File: config.mk
export PLATFORM = sky130hd
export DESIGN_NAME = char_frame_counter
export DESIGN_NICKNAME = d
export VERILOG_FILES = /design/src/rtl/char_frame_counter.sv
export SDC_FILE = /design/constraint.sdc
export NUM_CORES = 1
export LEC_CHECK = 0
export CAP_MARGIN = 20
export CORE_MARGIN = 1
export CORE_UTILIZATION = 47
export CTS_CLUSTER_DIAMETER = 150
export DETAILED_ROUTE_END_ITERATION = 10
export GPL_TIMING_DRIVEN = 0
export PLACE_DENSITY = 0.78
export SLEW_MARGIN = 30
export SYNTH_ARGS = -nofsm -noshare
export SYNTH_HDL_FRONTEND = slang
export SYNTH_SLANG_ARGS = --single-unit
File: constraint.sdc
create_clock -name clk -period 1.78 [get_ports clk]
set_input_delay 0.178 -clock clk [delete_from_list [all_inputs] [get_ports clk]]
set_output_delay 0.178 -clock clk [all_outputs]
set_load 0.01 [all_outputs]
File: src/rtl/char_frame_counter.sv
// char_frame_counter: oversampled serial character frame counter.
// Follows start / data / (parity) / stop bit timing on a pre-synchronised
// serial line, emits a one-cycle strobe at the middle of every data bit,
// a one-cycle end-of-frame pulse, and sticky framing / parity error flags.
// Optional feature macro: PARITY_EN adds a parity bit between data and stop.
// fsm_state exposes the controller state for observation.
module char_frame_counter #(
    parameter int DATA_BITS  = 8,
    parameter int OVERSAMPLE = 16,
    parameter bit PARITY_ODD = 1'b0
) (
    input  logic                          clk,
    input  logic                          reset,
    input  logic                          enable,
    input  logic                          bitStream,
    output logic                          SRclk,
    output logic                          charReceived,
    output logic [3:0]                    BIC,
    output logic [$clog2(OVERSAMPLE)-1:0] BSC,
    output logic                          frameErr,
    output logic                          parErr,
    output logic                          busy,
    output logic [2:0]                    fsm_state
);

    localparam int BW = $clog2(OVERSAMPLE);

    // Start bit is checked at its middle; data/parity/stop at the last sample
    // of each bit period, which lands half a bit after the bit boundary.
    localparam logic [BW-1:0] BSC_HALF = BW'(OVERSAMPLE / 2 - 1);
    localparam logic [BW-1:0] BSC_LAST = BW'(OVERSAMPLE - 1);
    localparam logic [BW-1:0] BSC_ONE  = BW'(1);
    localparam logic [3:0]    BIC_LAST = 4'(DATA_BITS - 1);
    localparam logic [3:0]    BIC_ONE  = 4'd1;

    typedef enum logic [2:0] {
        S_IDLE   = 3'd0,
        S_START  = 3'd1,
        S_DATA   = 3'd2,
`ifdef PARITY_EN
        S_PARITY = 3'd3,
`endif
        S_STOP   = 3'd4
    } state_t;

    state_t state;

`ifdef PARITY_EN
    logic par_acc;
    logic par_err_q;
`endif

    // Frame controller: state, counters, strobes and error flags.
    always_ff @(posedge clk) begin
        if (!reset) begin
            state        <= S_IDLE;
            BIC          <= '0;
            BSC          <= '0;
            SRclk        <= 1'b0;
            charReceived <= 1'b0;
            frameErr     <= 1'b0;
`ifdef PARITY_EN
            par_acc      <= 1'b0;
            par_err_q    <= 1'b0;
`endif
        end else if (!enable) begin
            // Everything holds; strobes are suppressed on a frozen cycle.
            SRclk        <= 1'b0;
            charReceived <= 1'b0;
        end else begin
            SRclk        <= 1'b0;
            charReceived <= 1'b0;
            case (state)
                S_IDLE: begin
                    BSC <= '0;
                    BIC <= '0;
                    if (!bitStream) begin
                        state <= S_START;
                    end
                end
                S_START: begin
                    if (BSC == BSC_HALF) begin
                        BSC <= '0;
                        if (!bitStream) begin
                            // Genuine start bit: a new frame begins, old flags clear.
                            state    <= S_DATA;
                            BIC      <= '0;
                            frameErr <= 1'b0;
`ifdef PARITY_EN
                            par_acc   <= 1'b0;
                            par_err_q <= 1'b0;
`endif
                        end else begin
                            // Line went back high: treat as noise, keep flags.
                            state <= S_IDLE;
                        end
                    end else begin
                        BSC <= BSC + BSC_ONE;
                    end
                end
                S_DATA: begin
                    // Power-of-two oversampling lets BSC wrap on its own.
                    BSC <= BSC + BSC_ONE;
                    if (BSC == BSC_LAST) begin
                        SRclk <= 1'b1;
                        BIC   <= BIC + BIC_ONE;
`ifdef PARITY_EN
                        par_acc <= par_acc ^ bitStream;
`endif
                        if (BIC == BIC_LAST) begin
`ifdef PARITY_EN
                            state <= S_PARITY;
`else
                            state <= S_STOP;
`endif
                        end
                    end
                end
`ifdef PARITY_EN
                S_PARITY: begin
                    BSC <= BSC + BSC_ONE;
                    if (BSC == BSC_LAST) begin
                        par_err_q <= par_acc ^ bitStream ^ PARITY_ODD;
                        state     <= S_STOP;
                    end
                end
`endif
                S_STOP: begin
                    BSC <= BSC + BSC_ONE;
                    if (BSC == BSC_LAST) begin
                        charReceived <= 1'b1;
                        frameErr     <= ~bitStream;
                        BIC          <= '0;
                        state        <= S_IDLE;
                    end
                end
                default: begin
                    state <= S_IDLE;
                    BSC   <= '0;
                    BIC   <= '0;
                end
            endcase
        end
    end

`ifdef PARITY_EN
    assign parErr = par_err_q;
`else
    // No parity bit in the frame: the flag is constant low and the parity
    // sense parameter has no effect.
    assign parErr = PARITY_ODD & 1'b0;
`endif

    assign busy      = (state != S_IDLE);
    assign fsm_state = state;

endmodule
==> results.md <==
* Total CTS buffers at 3
* Post-route minimum period at approximately 1700 ps
* Setup TNS at 0 ps
* Vias/cell at 5.66
* FP Rows at 14
* Global route total overflow at 0
* CP max-delay cell: clkdlybuf4s50_1
* Die area at 1860 um^2
* Clock Skew at 2.72 ps
* Initial antenna violation count at 0
* Crit. Startpoint: fsm_state[0]$_SDFFE_PN0P_
* Status: finished clean
* Top delay family on crit path: buffers and inverters
* Post-CTS Setup Repair Bufs at 0
* Top area cells in the synthesized netlist: dfxtp_1, mux2i_1, nand2_1
* Die Ht at roughly 43 um
* DR vias at 708
* R2R Setup Slk at 130 ps
* Final Hold Viols at 0
* Area of the multi-input gates at 467 um^2
* Drt pass-1 iters at 4
* Reg2reg start: BSC[0]$_SDFFE_PN0P_
* Synth Warn # at 0
* Crit path buffers/inverters at 2
* Syn nets at 95
* Fmax at ~0.59 GHz
* Startpoint Class: flip-flop
* Layout cells sized above 1 at between 10% and 20%
* Netlist cell types at 35
* N_diodes at 0
* CORE AREA at 1540 um^2
* Fin cells at approximately 130
* Slew Limit Fails at 0
* Flops & latches, synth at 14
* Crit Path Category: reg -> out
* Fillers at 133
* Number of global-route vias before repair at 679
* Hold_ws at 225 ps
* Layout Nets at 116
* CTS Root Buffer Type: clkbuf_4
* Worst skew pair latency at 280 ps
* First-pass GRT wire length at ~2900 um
* Area leader, netlist: dfxtp_1
* Routed len/inst at between 10 and 15 um
* Most used DFF post-synth: dfxtp_1
* Post-synth EDFFs at 0
* Crit path DAT at ~1500 ps
* Setup violators final at 0
* Reg area at 280 um^2
* Gate Count Post-Synth at between 80 and 90
* Seq/Total Area, Yosys at 35.2%
* PwrDens at roughly 690 nW/um^2
* Post-synth ARST share at 0%
* Hold/Removal Path Class: in -> reg
* CP cell instances: nor3_1 -> inv_1 -> clkdlybuf4s50_1
* Required time of the critical path at 1600 ps
* Reg2reg end: BIC[1]$_SDFFE_PN0P_
* Drt initial violations at 7
* Worst VDD drop at 543 uV
* Clock Tree Buf Depth at 2
* Worst-path fanout max at 7
* Most frequent cell after synthesis: dfxtp_1
* Antenna Nets Post-Route at 0
* List of most frequent post-synthesis cells: dfxtp_1, nand2_1, mux2i_1, nand3_1
* CTS tree: built
* Critical Path Max Stage Delay at 480 ps
* Maxcap violations at 0
* Largest net degree at the start of global routing at 11
* Routed WL at between 1500 and 2000 um
* RSZ-0062 raised after global routing: no
* IO Port Bufs at 16
* Leak at about 0.41 nW
* R2r worst-path depth at 5
* # IOs at 20
* Initial core utilization at between 50% and 60%
* Gpl congestion at 0.840
* Avg Cell Area, Syn at 8.94 um^2
* Final Cycle Share at 95.6%
* Die X-Extent at between 40 and 50 um
* Yosys top cell area share at 35.2%
* Total GRT Usage at 20.7%
* Post-Place Cells at roughly 120
* CP Capture Point: busy
* Crit end category: output pin
* Remaining DRCs at 0
* Worst-path clk slew at 90 ps
* Area growth from synthesis to layout at 28.1%
* Final HPWL DP at 1250 um
* H-tree depth at 1
* CTS sink cnt at 14
* CP Depth at 3
* Area of the mapped netlist at between 700 and 800 um^2
-- metal layers --
layer / routed length [um] / global-route usage (%) / vias up / share of wire [%]
li1: - / - / 358 / -
met1: 796 / 25.9 / 330 / 46
met2: 836 / 35.2 / 16 / 48
met3: 69 / 2.55 / 4 / 4.0
met4: 24 / 9.09 / 0 / 1.4
met5: 0 / 0 / - / 0
-- state kept, by name, indices dropped and copies added (netlist names) --
signal,count
BIC,4
BSC,4
SRclk,1
charReceived,1
frameErr,1
fsm_state,3
-- kinds of logic (layout without fill, tap and decap cells) --
kind of cell               after synthesis  count (layout)  share of synthesized area [%]
DFF                                     14              14                           35.2
and+or+nand+nor                         39              39                           27.4
adders and majority gates                2               2                           3.14
xor gates and xnor gates                 1               1                           1.10
muxes                                    6               6                           7.70
AOI/OAI and AO/OA                       16              16                           17.9
other                                    1               1                          0.471
buffers and inverters                   10              30                           7.07
-- per-stage QoR --
step | area (um^2) | power (W) | utilization (%) | setup WS (ps)
floorplan | 796 | 0.000425 | - | 258
finish | 1020 | 0.000702 | 66.2 | 77.9
global route | 1020 | 0.000728 | 66.2 | 5.98
detailed placement | 976 | 0.000469 | 63.3 | 56.1
global placement | 976 | 0.000465 | 63.3 | 155
CTS | 1010 | 0.000699 | 65.7 | 42.3
-- power breakdown --
group | switching (W) | internal [W] | leakage, nW | total, W
logic | 0.0000716 | 0.0000650 | 0.275 | 0.000137
registers | 0.0000104 | 0.000321 | 0.113 | 0.000332
clock network | 0.000109 | 0.000125 | 0.0210 | 0.000234
total | 0.000191 | 0.000511 | 0.409 | 0.000702
-- layout by cell type, fill, tap and decap left out, types with 3 or more instances in the layout --
master / synthesis / final
a21oi_1: 4 / 4
buf_2: 3 / 3
clkbuf_4: 0 / 3
clkdlybuf4s50_1: 0 / 16
dfxtp_1: 14 / 14
inv_1: 4 / 4
mux2i_1: 5 / 5
nand2_1: 10 / 10
nand2b_1: 4 / 4
nand3_1: 5 / 5
nor2_1: 3 / 3
nor3_1: 4 / 4
or3b_1: 3 / 3
-- how the worst min path moves through the flow --
stage | slack [ps] | from | cells after the start | endpoint
after floorplan | 360 | bitStream | 2 | fsm_state[1]$_SDFFE_PN0P_
after global placement | 460 | BIC[3]$_SDFFE_PN0P_ | 1 | BIC[3]$_SDFFE_PN0P_
after detailed placement | 480 | BIC[3]$_SDFFE_PN0P_ | 1 | BIC[3]$_SDFFE_PN0P_
after CTS | 220 | enable | 3 | BSC[1]$_SDFFE_PN0P_
after global routing | 250 | reset | 3 | BIC[1]$_SDFFE_PN0P_
final | 230 | reset | 3 | fsm_state[0]$_SDFFE_PN0P_
-- worst min-delay path: cells and delay by family --
kind | cells | cell delay (ps)
and+or+nand+nor | 1 | 80
buffers and inverters | 1 | 160
muxes | 1 | 50
-- cell type report --
cell class / instances / share of cell area (%)
Buffer: 6 / 4.05
Clock buffer: 4 / 3.56
Inverter: 4 / 1.47
Multi-Input combinational cell: 65 / 45.8
Sequential cell: 14 / 27.5
Tap cell: 16 / 1.96
Timing Repair Buffer: 16 / 15.7
-- repair_timing --
item                                    in CTS  in global routing
hold buffers                                 0                  0
resized for setup                            0                  1
endpoints found under the setup margin       0                  3
(Power assumes the default switching activity.)
